===== src/rtl/noc_pkg.sv =====
// Shared NoC definitions: flit type codes, collector state encoding and default flit width.
package noc_pkg;

  localparam int NOC_FLIT_WIDTH = 16;

  localparam logic [1:0] FLIT_HEAD = 2'b00;
  localparam logic [1:0] FLIT_BODY = 2'b01;
  localparam logic [1:0] FLIT_TAIL = 2'b10;
  localparam logic [1:0] FLIT_RSVD = 2'b11;

  localparam logic [2:0] ST_IDLE  = 3'd0;
  localparam logic [2:0] ST_BODY  = 3'd1;
  localparam logic [2:0] ST_TAIL  = 3'd2;
  localparam logic [2:0] ST_ISSUE = 3'd3;
  localparam logic [2:0] ST_GUARD = 3'd4;

endpackage


===== src/rtl/flit_err_counter.sv =====
// Saturating 8-bit count of dropped flits/packets; cleared only by reset.
module flit_err_counter (
  input  logic       clk,
  input  logic       rst_n,
  input  logic       inc,
  output logic [7:0] count
);

  always_ff @(posedge clk) begin
    if (!rst_n) begin
      count <= 8'd0;
    end else if (inc && (count != 8'hFF)) begin
      count <= count + 8'd1;
    end
  end

endmodule


===== src/rtl/flit_collector.sv =====
// Collects head + NUM_BODY bodies + tail into stable parallel outputs for the packet decoder.
// Define FLIT_COLLECTOR_ERR_CNT_EN to enable the saturating error counter on o_err_count.
module flit_collector
  import noc_pkg::*;
#(
  parameter int FLIT_WIDTH   = NOC_FLIT_WIDTH,
  parameter int NUM_BODY     = 4,
  parameter int GUARD_CYCLES = 4
) (
  input  logic                  clk,
  input  logic                  rst_n,
  input  logic [FLIT_WIDTH-1:0] i_flit,
  input  logic [1:0]            i_flit_type,
  input  logic                  i_flit_valid,
  output logic                  o_flit_ready,
  output logic [FLIT_WIDTH-1:0] o_head_flit,
  output logic [FLIT_WIDTH-1:0] o_body_flit_1,
  output logic [FLIT_WIDTH-1:0] o_body_flit_2,
  output logic [FLIT_WIDTH-1:0] o_body_flit_3,
  output logic [FLIT_WIDTH-1:0] o_body_flit_4,
  output logic [FLIT_WIDTH-1:0] o_tail_flit,
  output logic                  o_en,
  output logic                  o_err,
  output logic [7:0]            o_err_count
);

  localparam int CNT_W = $clog2(NUM_BODY + 1);
  localparam int IDX_W = (NUM_BODY > 1) ? $clog2(NUM_BODY) : 1;
  localparam int GRD_W = $clog2(GUARD_CYCLES + 1);

  logic [2:0]       state, state_nxt;
  logic [CNT_W-1:0] body_cnt, body_cnt_nxt;
  logic [GRD_W-1:0] grd_cnt, grd_cnt_nxt;
  logic             ready_r, en_r, err_r;
  logic             en_nxt, err_nxt;
  logic             head_wr, body_wr, tail_acc;
  logic             xfer;

  logic [FLIT_WIDTH-1:0] work_head;
  logic [FLIT_WIDTH-1:0] work_body [NUM_BODY];
  logic [FLIT_WIDTH-1:0] out_head;
  logic [FLIT_WIDTH-1:0] out_body  [NUM_BODY];
  logic [FLIT_WIDTH-1:0] out_tail;

  assign xfer = i_flit_valid && ready_r;

  always_comb begin
    state_nxt    = state;
    body_cnt_nxt = body_cnt;
    grd_cnt_nxt  = grd_cnt;
    en_nxt       = 1'b0;
    err_nxt      = 1'b0;
    head_wr      = 1'b0;
    body_wr      = 1'b0;
    tail_acc     = 1'b0;
    case (state)
      ST_IDLE: begin
        if (xfer) begin
          if (i_flit_type == FLIT_HEAD) begin
            head_wr      = 1'b1;
            body_cnt_nxt = '0;
            state_nxt    = ST_BODY;
          end else begin
            err_nxt = 1'b1;
          end
        end
      end
      ST_BODY: begin
        if (xfer) begin
          case (i_flit_type)
            FLIT_BODY: begin
              body_wr      = 1'b1;
              body_cnt_nxt = body_cnt + 1'b1;
              if (body_cnt_nxt == CNT_W'(NUM_BODY)) state_nxt = ST_TAIL;
            end
            FLIT_HEAD: begin
              err_nxt      = 1'b1;
              head_wr      = 1'b1;
              body_cnt_nxt = '0;
            end
            default: begin
              err_nxt   = 1'b1;
              state_nxt = ST_IDLE;
            end
          endcase
        end
      end
      ST_TAIL: begin
        if (xfer) begin
          case (i_flit_type)
            FLIT_TAIL: begin
              tail_acc  = 1'b1;
              en_nxt    = 1'b1;
              state_nxt = ST_ISSUE;
            end
            FLIT_HEAD: begin
              err_nxt      = 1'b1;
              head_wr      = 1'b1;
              body_cnt_nxt = '0;
              state_nxt    = ST_BODY;
            end
            default: begin
              err_nxt   = 1'b1;
              state_nxt = ST_IDLE;
            end
          endcase
        end
      end
      ST_ISSUE: begin
        grd_cnt_nxt = GRD_W'(GUARD_CYCLES - 1);
        state_nxt   = ST_GUARD;
      end
      ST_GUARD: begin
        if (grd_cnt == '0) state_nxt = ST_IDLE;
        else grd_cnt_nxt = grd_cnt - 1'b1;
      end
      default: state_nxt = ST_IDLE;
    endcase
  end

  // Control and decoder-facing output registers; outputs change only on tail acceptance
  always_ff @(posedge clk) begin
    if (!rst_n) begin
      state    <= ST_IDLE;
      body_cnt <= '0;
      grd_cnt  <= '0;
      ready_r  <= 1'b0;
      en_r     <= 1'b0;
      err_r    <= 1'b0;
      out_head <= '0;
      out_tail <= '0;
      for (int i = 0; i < NUM_BODY; i++) out_body[i] <= '0;
    end else begin
      state    <= state_nxt;
      body_cnt <= body_cnt_nxt;
      grd_cnt  <= grd_cnt_nxt;
      ready_r  <= (state_nxt == ST_IDLE) || (state_nxt == ST_BODY) || (state_nxt == ST_TAIL);
      en_r     <= en_nxt;
      err_r    <= err_nxt;
      if (tail_acc) begin
        out_head <= work_head;
        out_tail <= i_flit;
        for (int i = 0; i < NUM_BODY; i++) out_body[i] <= work_body[i];
      end
    end
  end

  // Working registers hold the packet in flight, so abandoned packets never reach the outputs
  always_ff @(posedge clk) begin
    if (head_wr) work_head <= i_flit;
    if (body_wr) work_body[body_cnt[IDX_W-1:0]] <= i_flit;
  end

  assign o_flit_ready  = ready_r;
  assign o_en          = en_r;
  assign o_err         = err_r;
  assign o_head_flit   = out_head;
  assign o_body_flit_1 = out_body[0];
  assign o_body_flit_2 = out_body[1];
  assign o_body_flit_3 = out_body[2];
  assign o_body_flit_4 = out_body[3];
  assign o_tail_flit   = out_tail;

`ifdef FLIT_COLLECTOR_ERR_CNT_EN
  flit_err_counter u_err_cnt (
    .clk   (clk),
    .rst_n (rst_n),
    .inc   (err_r),
    .count (o_err_count)
  );
`else
  assign o_err_count = 8'd0;
`endif

endmodule


===== config.mk =====
export PLATFORM = sky130hd
export DESIGN_NAME = flit_collector
export DESIGN_NICKNAME = d
export VERILOG_FILES = /design/src/rtl/noc_pkg.sv /design/src/rtl/flit_err_counter.sv /design/src/rtl/flit_collector.sv
export SDC_FILE = /design/constraint.sdc
export NUM_CORES = 1
export LEC_CHECK = 0
export ABC_AREA = 1
export BUFFER_PORTS_ARGS = -buffer_cell sky130_fd_sc_hd__buf_2
export CORE_ASPECT_RATIO = 1.4
export CORE_MARGIN = 5
export CORE_UTILIZATION = 40
export DETAILED_ROUTE_END_ITERATION = 10
export GPL_ROUTABILITY_DRIVEN = 0
export REMOVE_ABC_BUFFERS = 1
export SLEW_MARGIN = 10
export SYNTH_ARGS = -nofsm -noshare
export SYNTH_HDL_FRONTEND = slang
export SYNTH_SLANG_ARGS = --single-unit

===== constraint.sdc =====
create_clock -name clk -period 8.25 [get_ports clk]
set_input_delay 1.65 -clock clk [delete_from_list [all_inputs] [get_ports clk]]
set_output_delay 1.65 -clock clk [all_outputs]
set_load 0.05 [all_outputs]

# Yosys cells after proc, flatten, opt, wreduce, memory -nomap -nowiden
# Memories as Yosys holds them, arrays and structs flattened.
# Cells that the tools add are included.
# word_totals
register_bits	60
ramBits	128
in_bits	21
out_inout_bits	107
memories	2
# op_classes
n_addsub	2
n_eq_ne	14
n_mux	42
bitwise_logic	4
reduce_logical	13
# memory_table
name	depth	word_bits	read_ports	rd_clocked_by_memory_dff	wr	line_no	rtl
out_body	4	16	4	0	4	flit_collector.sv:42	logic [FLIT_WIDTH-1:0] out_body [NUM_BODY];
work_body	4	16	4	0	1	flit_collector.sv:40	logic [FLIT_WIDTH-1:0] work_body [NUM_BODY];
# ops
cell	n
16-bit two-way mux	4
3-bit two-way mux	10
3-bit one-hot mux with 2 select lines	4
1-bit two-way mux	21
3-bit one-hot mux with 5 select lines	1
3-bit by 2-bit == test with 1-bit output, second input constant	3
3-bit zero test	3
3-bit by 1-bit == test with 1-bit output, second input constant	2
3-bit == test, second input constant	2
5-bit AND reduction	1
2-bit by 1-bit inequality test with 1-bit output, second input constant	2
2-bit inequality test, second input constant	2
1-bit bitwise OR	4
2-bit one-hot mux with 2 select lines	1
2-bit nonzero test	2
3-bit by 1-bit adder with 3-bit output, second input constant	1
3-bit inequality test, second input constant	1
1-bit one-hot mux with 3 select lines	1
3-bit OR reduction	1
3-bit by 1-bit subtractor with 3-bit output, second input constant	1
2-bit by 1-bit == test with 1-bit output, second input constant	1
2-bit == test, second input constant	1
2-bit zero test	1
1-bit logical OR	2
other kinds (3)	3

# Logic depth before layout (Yosys ltp)
# logic_depth
word_depth	9
mapped_depth	9
ltp_nobuf	8

# Least setup slack after synthesis
# OpenSTA, ideal clock, no wires.
# synth_path
path_type	input to register
from	in i_flit_valid
to	mem out_body[0][0] (netlist bit) (enable)
arrival_time_ns	3.740
required_time_ns	7.826
path_slack_ns	4.087
path_stages	7
n_path_buf	1
cell_sequence	nand2_1 -> inv_1 -> nand2_1 -> nor2_4 -> nand2_4 -> clkbuf_1 -> nand2_1
# synth_lines
element	line_no	rtl
from (decl)	flit_collector.sv:14	input logic i_flit_valid,
to (decl)	flit_collector.sv:42	

==> impl_metrics.json <==
{
  "final_layout_size_suffix_gt1_share_pct": 25.29,
  "required_ps": 8520,
  "grt_overflow": 0,
  "synthMuxAreaShare_pct": 0,
  "die_area_mm2": 0.01988,
  "holdBufCountCts": 0,
  "clock_path_buffers": 2,
  "synth_xor_area_share_pct": 0.1278,
  "synth_compound_area_share_pct": 0.7487,
  "power_per_cell_area_mw_per_mm2": 232.3,
  "grt_pass1_vias": 4014,
  "start_kind": "input port",
  "status": "complete, no violations",
  "reg2reg_slack_ps": 5830,
  "synth_warnings": 0,
  "tightest_slew_ps": 1173,
  "start_util_pct": 40.74,
  "cts.sinks": 188,
  "grt_usage_pct": 13.93,
  "cap_violations": 0,
  "fin_tns_setup_ps": 0,
  "grt_pass1_wl_um": 20780,
  "root_buffer": "clkbuf_16",
  "ys_async_sr_fraction_pct": 0,
  "yosysTopAreaCell": "edfxtp_1",
  "rr_worst_depth": 8,
  "antenna_found_initial": 0,
  "cp.arrival_ps": 3650,
  "fin_crit_sh_pct": 41.02,
  "synth-seq-cells": 188,
  "placed_cells": 855,
  "cts_max_level": 4,
  "instances_no_fill": 887,
  "slew_headroom_pct": 21.73,
  "fmax_ghz": 0.2955,
  "dp_hpwl_um": 8806,
  "rr_endpoint": "out_body[0][3]",
  "synth-simple-area-share_pct": 14.50,
  "post-cts-setup-buffers": 0,
  "fillers": 1506,
  "path_clk_slew_ps": 70,
  "avgSynthCellArea_um2": 12.50,
  "wire_per_inst_um": 15.26,
  "cts_buffers": 17,
  "synthAdderAreaFrac_pct": 1.278,
  "clock_latency_ps": 420,
  "crit_fanout": 64,
  "synth_edf_count": 144,
  "peakVddDrop_uv": 111.5,
  "endpoint": "out_body[0][3]",
  "antenna_cells": 0,
  "synthTopCellsByCount": "edfxtp_1, nand2_1, inv_1",
  "hold_path.class": "register to register",
  "criticalPathCategory": "input port to register",
  "cts_tree": "built",
  "finalCriticalPeriod_ps": 3384,
  "drtIter0Drc": 186,
  "io_buffers": 119,
  "synth_ff_type": "edfxtp_1",
  "core_area_mm2": 0.01682,
  "firstDrtPassIters": 8,
  "startpoint": "i_flit_valid",
  "ys_types": 24,
  "yosysMostFrequentCell": "edfxtp_1",
  "synthTopCellsByArea": "edfxtp_1, dfxtp_1, nand2_1, inv_1, nor2_1",
  "r2r_start": "o_flit_ready",
  "ant_nets": 0,
  "ctsResizeCount": 0,
  "synth_top_family_by_area": "simple AND/OR/NAND/NOR gates",
  "setup_violations": 0,
  "num_rows": 56,
  "clock_skew_ps": 10.02,
  "finalMaxSlewViolations": 0,
  "ios": 128,
  "rsz0062_at_grt": "false",
  "crit_path_end_kind": "register",
  "grt_max_degree": 65,
  "vias": 4030,
  "synth.top_cell.area_share_pct": 63.11,
  "drt-vias-per-instance": 4.543,
  "power.leakage_nw": 3.677,
  "syn_area_mm2": 0.006852,
  "synthToLayoutAreaGrowth_pct": 18.77,
  "syn_inst": 548,
  "die_w_um": 120.6,
  "wl_um": 13540,
  "hold_viol": 0,
  "drc": 0,
  "fin_nets": 699,
  "fp.dieH_um": 164.9,
  "seq_area_frac_synth_pct": 75.97
}
-- cell type report --
type / count / area, µm² / share of cell area [%]
flip-flops and latches: 188 / 5205 / 63.96
clock inverters: 14 / 127.6 / 1.568
clock buffers: 18 / 429.2 / 5.274
well taps: 203 / 254.0 / 3.121
inverters: 86 / 325.3 / 3.998
multi-input cells: 257 / 1186 / 14.58
repair buffers: 121 / 610.6 / 7.503
-- critical path, stage by stage --
cell and delay [ps]:
buf_2 90, nand2_1 50, inv_1 170, nand2_1 120
nor2_4 120, nand2_4 280, nor2_8 540, inv_4 400
nor2_1 210
-- report_power, final --
part | switching, mW | leakage (nW) | total, mW | internal (mW)
logic | 0.0797 | 1.67 | 0.0953 | 0.0157
registers | 0.00556 | 1.74 | 1.04 | 1.03
clock network | 0.362 | 0.272 | 0.760 | 0.398
total | 0.447 | 3.68 | 1.89 | 1.44
-- cells by family (layout without fill, tap and decap cells) --
family          Yosys count  in the layout
simple gates            231            231
flops                   188            188
buf+inv                 110            239
compound gates           10             10
fa+ha+maj                 7              7
other cells               1              8
xor+xnor                  1              1
-- placed cells by master (no fill, tap or decap), types with 4 or more instances in the layout --
master / instances
dfxtp_1: 44
inv_6: 4
nand3_1: 42
clkbuf_16: 17
ha_1: 7
conb_1: 8
nor2_2: 15
nand2_1: 96
buf_2: 119
edfxtp_1: 144
a21oi_1: 8
nor2_1: 69
inv_1: 85
-- how the worst min path moves through the flow --
stage                       start         endpoint  cells after the start
global placement     work_head[6]   o_head_flit[6]                      2
global route         work_head[9]   o_head_flit[9]                      2
CTS                 work_head[10]  o_head_flit[10]                      2
detailed placement  work_head[13]  o_head_flit[13]                      2
floorplan            work_head[0]   o_head_flit[0]                      2
finish               work_head[7]   o_head_flit[7]                      2
-- state kept, by name, indices dropped and copies added (netlist names) --
signal / flops
out_body: 64
work_head: 16
o_err: 1
o_tail_flit: 16
o_en: 1
grd_cnt: 3
work_body: 64
o_head_flit: 16
o_flit_ready: 1
body_cnt: 3
state: 3
-- routing by layer --
metal	vias to the layer above	wire [µm]	global-route usage [%]
met5	-	0	0
met1	1895	4858	14.18
met4	0	437	7.216
li1	2005	-	-
met2	108	7619	26.25
met3	22	623	3.255
-- through the flow --
step           utilization [%]  hold slack, ps  area (µm²)  total power [mW]  setup slack [ps]
2_1_floorplan                -           411.9        6701             1.121              4152
3_3_place_gp             45.08           416.0        7581             1.151              4534
3_5_place_dp             45.08           426.9        7581             1.153              4398
4_1_cts                  48.39           436.2        8138             1.907              4843
5_1_grt                  48.39           446.7        8138             1.954              4642
6_report                 48.39           438.4        8138             1.891              4866
Note: power is estimated with default switching activity, not from simulation.
